File: src/rtl/gy26_angle_parser.sv
// GY-26 compass poller: issues a periodic read command and decodes the
// 8-byte ASCII heading frame (0D 0A D2 D1 D0 '.' DT CS) into tenths of a degree.
module gy26_angle_parser #(
    parameter int POLL_CYCLES    = 2_500_000,
    parameter int TIMEOUT_CYCLES = 1_000_000
) (
    input  logic        clk0,
    input  logic        rst,
    input  logic        rxdone,
    input  logic [7:0]  rxdata,
    output logic [7:0]  tx_data,
    output logic        tx_en,
    output logic [11:0] angle,
    output logic        angle_valid,
    output logic        has_angle,
    output logic        frame_err,
    output logic        timeout_err
);

    localparam int PW = $clog2(POLL_CYCLES + 1);
    localparam int TW = $clog2(TIMEOUT_CYCLES + 1);
    localparam logic [PW-1:0] POLL_TC = PW'(POLL_CYCLES - 1);
    localparam logic [TW-1:0] TMO_TC  = TW'(TIMEOUT_CYCLES - 1);

    typedef enum logic [3:0] {
        S_IDLE, S_REQ, S_HDR0, S_HDR1, S_DIG2, S_DIG1, S_DIG0, S_DOT, S_TENTH, S_SUM
    } state_t;

    state_t        state_q;
    logic [PW-1:0] pcnt_q;
    logic [TW-1:0] tcnt_q;
    logic [7:0]    cs_q;
    logic [13:0]   val_q;
    logic [11:0]   angle_q;
    logic          tx_en_q, angle_valid_q, has_angle_q, frame_err_q, timeout_err_q;

    logic          is_digit, byte_ok, timeout_hit, rx_state, digit_state;
    logic [7:0]    dig, cs_d;
    logic [13:0]   val_d;

    // Byte classification, running checksum/value candidates and timeout detect
    always_comb begin
        is_digit    = (rxdata >= 8'h30) && (rxdata <= 8'h39);
        dig         = rxdata - 8'h30;
        val_d       = (val_q * 14'd10) + {6'd0, dig};
        cs_d        = cs_q + rxdata;
        rx_state    = (state_q != S_IDLE) && (state_q != S_REQ);
        digit_state = (state_q == S_DIG2) || (state_q == S_DIG1) ||
                      (state_q == S_DIG0) || (state_q == S_TENTH);
        timeout_hit = rx_state && (tcnt_q == TMO_TC);
        byte_ok     = 1'b0;
        case (state_q)
            S_HDR0:  byte_ok = (rxdata == 8'h0D);
            S_HDR1:  byte_ok = (rxdata == 8'h0A);
            S_DIG2, S_DIG1, S_DIG0, S_TENTH: byte_ok = is_digit;
            S_DOT:   byte_ok = (rxdata == 8'h2E);
            S_SUM:   byte_ok = (rxdata == cs_q) && (val_q <= 14'd3599);
            default: byte_ok = 1'b0;
        endcase
    end

    // Poll/receive FSM with registered outputs; reset overrides everything
    always_ff @(posedge clk0) begin
        if (rst) begin
            state_q       <= S_IDLE;
            pcnt_q        <= '0;
            tcnt_q        <= '0;
            cs_q          <= '0;
            val_q         <= '0;
            angle_q       <= '0;
            tx_en_q       <= 1'b0;
            angle_valid_q <= 1'b0;
            has_angle_q   <= 1'b0;
            frame_err_q   <= 1'b0;
            timeout_err_q <= 1'b0;
        end else begin
            tx_en_q       <= 1'b0;
            angle_valid_q <= 1'b0;
            frame_err_q   <= 1'b0;
            timeout_err_q <= 1'b0;
            case (state_q)
                S_IDLE: begin
                    if (pcnt_q == POLL_TC) begin
                        pcnt_q  <= '0;
                        state_q <= S_REQ;
                        tx_en_q <= 1'b1;
                    end else begin
                        pcnt_q <= pcnt_q + 1'b1;
                    end
                end
                S_REQ: begin
                    // The REQ cycle itself is cycle 0 of the response window.
                    tcnt_q  <= TW'(1);
                    cs_q    <= '0;
                    val_q   <= '0;
                    state_q <= S_HDR0;
                end
                default: begin
                    if (timeout_hit) begin
                        // Timeout beats a same-cycle byte, which is dropped.
                        timeout_err_q <= 1'b1;
                        tcnt_q        <= '0;
                        state_q       <= S_IDLE;
                    end else begin
                        tcnt_q <= tcnt_q + 1'b1;
                        if (rxdone) begin
                            if (state_q == S_SUM) begin
                                if (byte_ok) begin
                                    angle_q       <= val_q[11:0];
                                    angle_valid_q <= 1'b1;
                                    has_angle_q   <= 1'b1;
                                end else begin
                                    frame_err_q <= 1'b1;
                                end
                                tcnt_q  <= '0;
                                state_q <= S_IDLE;
                            end else if (byte_ok) begin
                                cs_q    <= cs_d;
                                if (digit_state) val_q <= val_d;
                                state_q <= state_t'(state_q + 4'd1);
                            end else begin
                                // Resync inside the same window; a stray 0D may start a new frame.
                                frame_err_q <= 1'b1;
                                val_q       <= '0;
                                if (rxdata == 8'h0D) begin
                                    cs_q    <= 8'h0D;
                                    state_q <= S_HDR1;
                                end else begin
                                    cs_q    <= '0;
                                    state_q <= S_HDR0;
                                end
                            end
                        end
                    end
                end
            endcase
        end
    end

    assign tx_data     = 8'h31;
    assign tx_en       = tx_en_q;
    assign angle       = angle_q;
    assign angle_valid = angle_valid_q;
    assign has_angle   = has_angle_q;
    assign frame_err   = frame_err_q;
    assign timeout_err = timeout_err_q;

endmodule

File: config.mk
export PLATFORM = sky130hd
export DESIGN_NAME = gy26_angle_parser
export DESIGN_NICKNAME = d
export VERILOG_FILES = /design/src/rtl/gy26_angle_parser.sv
export SDC_FILE = /design/constraint.sdc
export NUM_CORES = 1
export LEC_CHECK = 0
export ABC_CLOCK_PERIOD_IN_PS = 2700
export BUFFER_PORTS_ARGS = -buffer_cell sky130_fd_sc_hd__buf_2
export CORE_ASPECT_RATIO = 0.9
export CORE_MARGIN = 2
export CORE_UTILIZATION = 35
export CTS_BUF_LIST = sky130_fd_sc_hd__clkbuf_16
export DETAILED_ROUTE_END_ITERATION = 8
export SLEW_MARGIN = 25
export SYNTH_ARGS = -nofsm -noshare
export SYNTH_HDL_FRONTEND = slang
export SYNTH_SLANG_ARGS = --single-unit
export TNS_END_PERCENT = 100
File: constraint.sdc
create_clock -name clk0 -period 2.7 [get_ports clk0]
set_input_delay 0.27 -clock clk0 [delete_from_list [all_inputs] [get_ports clk0]]
set_output_delay 0.27 -clock clk0 [all_outputs]
set_load 0.01 [all_outputs]
# [After elaboration in Yosys (flattened, before gate mapping)]
# Cells that the tools add are included.
[word_totals] register_bits=85 latchBits=0 mem_bits_rw=0 romBits=0 input_bits=11 out_inout_bits=25 word_cells=96 memories=0
[classes] n_addsub=6 mul=1 div=0 n_lt_le_gt_ge=3 n_eq_ne=20 shifts=0 muxes=29 bitwise_logic=5 reduce_logical=21
[op_table] op="$mux W14" count=5
[op_table] op="$mux W20" count=3
[op_table] op="$pmux W20 S2" count=1
[op_table] op="$mux W8" count=4
[op_table] op="$pmux W14 S2" count=1
[op_table] op="$mux W4" count=6
[op_table] op="$add A22 B1 Y22 const B" count=1
[op_table] op="$eq A22 B22 Y1 const B" count=1
[op_table] op="$mux W22" count=1
[op_table] op="$add A20 B1 Y20 const B" count=1
[op_table] op="$eq A20 B20 Y1 const B" count=1
[op_table] op="$eq A4 B3 Y1 const B" count=4
[op_table] op="$eq A8 B4 Y1 const B" count=2
[op_table] op="$pmux W8 S2" count=1
[op_table] op="$add A14 B8 Y14" count=1
[op_table] op="$le A14 B12 Y1 const B" count=1
[op_table] op="$mul A14 B3 Y13 const B" count=1
[op_table] op="$reduce_and A5 Y1" count=2
[op_table] op="$add A8 B8 Y8" count=1
[op_table] op="$eq A4 B2 Y1 const B" count=2
[op_table] op="$eq A4 B4 Y1 const B" count=2
[op_table] op="$eq A8 B6 Y1 const B" count=1
[op_table] op="$eq A8 B8 Y1" count=1
[op_table] op="$ge A8 B6 Y1 const B" count=1
[op_table] op="other kinds (24)" count=40

# [Depth between registers and ports, before layout]
[logic_depth] depth_word=10 depth_mapped=14 depth_no_buf=14

# [Least setup slack after synthesis]
# OpenSTA, ideal clock, no wires.
[synth_path] kind="register -> register" start="register val_q[1]" end="register val_q[11]" setup_ns=0.128 arrival_time_ns=2.686 required_time_ns=2.572 slack_ns=-0.114 path_stages_with_launch=15 n_path_buf=0 synth_period_minus_slack_ns=2.814 path_cell_list="dfxtp_1 -> ha_1 -> ha_1 -> inv_1 -> fa_1 -> inv_1 -> ha_1 -> o21ai_0 -> o21bai_1 -> a21o_1 -> a21o_1 -> and3b_1 -> xor2_1 -> a22oi_1 -> nor2_1"
[synth_via] elab_chain_len=8 elab_cells_between_ends=13 cone_classes="add/sub: 1; mul: 1; order compare: 1; eq/ne: 1; mux: 7; reduce/logical: 2"
[synth_rtl] element="from (decl)" line_no="33" rtl="logic [13:0] val_q;"
[synth_rtl] element="from (signal assigned)" line_no="119" rtl="if (digit_state) val_q <= val_d;"
[synth_rtl] element="$mul A14 B3 Y13 or $le A14 B12 Y1 (tied branches)" line_no="45, 57"
[synth_rtl] element="$add A14 B8 Y14 or $logic_and A1 B1 Y1 (tied branches)" line_no="45, 57"
[synth_rtl] element="$mux W14 or $pmux W1 S5 (tied branches)" line_no="119, 52"
[synth_rtl] element="$mux W14" line_no="117" rtl="end else if (byte_ok) begin"
[synth_rtl] element="$mux W14" line_no="107" rtl="if (state_q == S_SUM) begin"
[synth_rtl] element="$mux W14" line_no="106" rtl="if (rxdone) begin"
[synth_rtl] element="$mux W14" line_no="99" rtl="if (timeout_hit) begin"
[synth_rtl] element="$pmux W14 S2" line_no="81" rtl="case (state_q)"
# Parallel ways exist; a longest one is shown, timed or not. The select of a mux whose other input is x is not followed.
# A chain may end at the register's enable or synchronous reset.

# [Worst setup path in the final report]
[layout_path] start="register val_q[1]" end="register val_q[13]"
# Same word-level chain as after synthesis.

==> metrics.yaml <==
status: "finished, violations left"
failed_checks: "negative setup slack"
fp.dieW_um: 131
p_leak_nw: 2.68
final_common_cell: "dfxtp_1"
ff2ff_path_depth: 14
start_util_pct: 36.1
cts-root-buf: "clkbuf_16"
area_growth_pct: 20.3
worst_pin_slew_ns: 0.733
max_clock_freq_mhz: 368
track_usage_pct: 15.1
rsz0062_at_grt: "true"
post-route-period-util_pct: 101
layout-drive-gt1-share_pct: 19.3
r2r_slack_ns: -0.02
p_per_area_nw_per_um2: 511
htreeDepth: 3
drcViolationCount: 0
wl_per_cell_um: 13.5
finalPower_mw: 3.13
async_flop_share_pct: 0
crit_fanout: 2
avgSynthCellArea_um2: 8.48
dp_hpwl_mm: 8.52
core-area_um2: 14100
crit_type: "register to register"
ant_nets: 0
slew_headroom_pct: 51.1
vias_per_cell: 5.09
tritoncts: "built"
rr_startpoint: "val_q[1]"
fin_nets: 717
worstSetupStartpoint: "val_q[1]"
dp.cells: 840
grt_pass1_wl_mm: 19.7
diodes: 0
grt.overflow.total: 0
finalSetupViolations: 1
synth_seq_cells: 85
hold_viol_final: 0
cp.required_ns: 2.93
r2r_end: "val_q[13]"
gp_congestion: 0.821
mappedNetlistArea_um2: 5090
clk_pin_slew_ns: 0.07
ioPinCount: 36
setup_ws_ns: -0.0171
final_cell_mix: "81 x dfxtp_1, 78 x nor2_1, 50 x nand2_1"
clockBufferDepth: 2
dr_total_vias: 4381
syn_inst: 600
synth_edf_count: 0
firstDrtPassIters: 4
grt_pass1_vias: 4131
cts_buffers: 9
hp-start: "rxdata[0]"
skew_ns: 0.0103
yosysWarningCount: 0
synth.distinct_cells: 62
hold_path_class: "primary input to register"
drt_iter0_markers: 207
clock_latency_ns: 0.35
io_buffers: 27
antenna_found_initial: 0
max-cap-violations: 0
cp-end-kind: "register"
dieArea_um2: 15500
fin_cells: 860
cp.arrival_ns: 2.95
grt_max_degree: 31
yosysSeqAreaShare_pct: 33.4
cts_num_sinks: 85
period_needed_ns: 2.72
die_h_um: 118
routed_wl_mm: 11.6
crit_end: "val_q[13]"
critPathLaunchType: "register"
hold_buffers: 0
rows: 41
synth_flop_cell: "dfxtp_1"
whs_ns: 0.230
vdd.ir_drop.worst_v: 0.000309
slew_viol_final: 0
report_power, final:
part           internal [mW]  switching, mW  total [mW]
Clock                  0.723          0.540        1.26
Combinational          0.230          0.319       0.548
Sequential              1.29         0.0299        1.32
Total                   2.24          0.888        3.13
worst min path at each step:
stage	endpoint	slack, ns	cells past startpoint
finish	val_q[0]	0.23	3
global route	val_q[0]	0.24	3
global placement	has_angle	0.43	2
CTS	val_q[0]	0.22	3
floorplan	frame_err	0.42	1
detailed placement	has_angle	0.44	2
cells in the mapped netlist (all sizes together) (2+ instances only):
cell type | instances | area [µm²]
and2 | 5 | 31.3
fa | 3 | 60.1
nand3b | 4 | 30.0
nand2 | 50 | 188
o21ai | 49 | 249
conb | 2 | 7.51
a21oi | 24 | 120
ha | 41 | 513
nor2 | 80 | 300
and4 | 2 | 17.5
nor4bb | 2 | 20.0
and3b | 2 | 17.5
and3 | 19 | 119
a211oi | 2 | 15.0
o211ai | 2 | 15.0
nand4b | 2 | 17.5
nor4 | 2 | 12.5
or2 | 4 | 25.0
nand3 | 17 | 85.1
a31oi | 2 | 12.5
nand2b | 6 | 37.5
clkbuf | 13 | 48.8
mux2i | 13 | 130
o22ai | 2 | 12.5
or4 | 3 | 26.3
xnor2 | 25 | 219
a22oi | 16 | 120
o21a | 2 | 22.5
a21o | 9 | 67.6
o41ai | 2 | 17.5
or3 | 5 | 31.3
buf | 18 | 163
a311oi | 2 | 17.5
nor3 | 15 | 80.1
nor3b | 2 | 15.0
nor2b | 4 | 25.0
dfxtp | 85 | 1700
inv | 12 | 45.0
nor4b | 2 | 17.5
o21bai | 3 | 22.5
nand4 | 7 | 43.8
o31ai | 3 | 22.5
xor2 | 28 | 245
cell families after synthesis:
group	count (synthesis)	synth area share [%]
mux	13	2.56
buf+inv	43	5.04
compound gates	126	15.9
flops	85	33.4
fa+ha+maj	44	11.3
simple gates	234	22.6
xor+xnor	53	9.12
other cells	2	0.148
flip-flops by register name, summed over array words and instances, names as in the netlist:
signal	count
pcnt_q	22
tcnt_q	20
val_q	14
angle	12
cs_q	8
state_q	4
angle_valid	1
frame_err	1
has_angle	1
timeout_err	1
tx_en	1
area by class of cell:
cell class	count	area (µm²)
well taps	193	241
fillers	1371	7980
flip-flops and latches	85	1710
multi-input cells	478	3290
clock buffers	9	225
repair buffers	76	541
inverters	12	45.0
clock inverters	7	75.1
per-layer routing:
layer	wire [µm]	part of all wire, %	global-route usage [%]	up-vias
met5	0	0	0	-
met4	144	1.2	4.35	0
met3	438	3.8	3.43	12
met2	5290	46	24.2	67
met1	5710	49	20.4	2076
li1	-	-	-	2226
timing repair:
item	4_1_cts	5_1_grt
endpoints found under the setup margin	5	13
buffers inserted	0	4
pin swaps	10	13
resized for setup	14	16
endpoints found under the hold margin	0	0
per-stage QoR:
step	worst slack, ns	instance area [µm²]	setup TNS (ns)	utilization, %
4_1_cts	0.00599	6030	0	42.7
6_report	-0.0171	6120	-0.0171	43.4
5_1_grt	-0.102	6120	-0.373	43.4
2_1_floorplan	-0.00918	5130	-0.00918	-
3_3_place_gp	-0.0263	5670	-0.0851	40.2
3_5_place_dp	-0.0664	5680	-0.295	40.2
critical path, stage by stage, from the launching register on:
cell and delay [ns]:
dfxtp_2 0.34, ha_4 0.27, ha_4 0.12, inv_2 0.04
fa_2 0.53, inv_2 0.04, ha_4 0.26, o21ai_2 0.05
o21bai_1 0.16, a21o_1 0.15, a21o_1 0.13, and3b_1 0.19
nand3_1 0.10, xnor2_1 0.15, o21ai_1 0.07
Power figures use the tool's default switching activity.
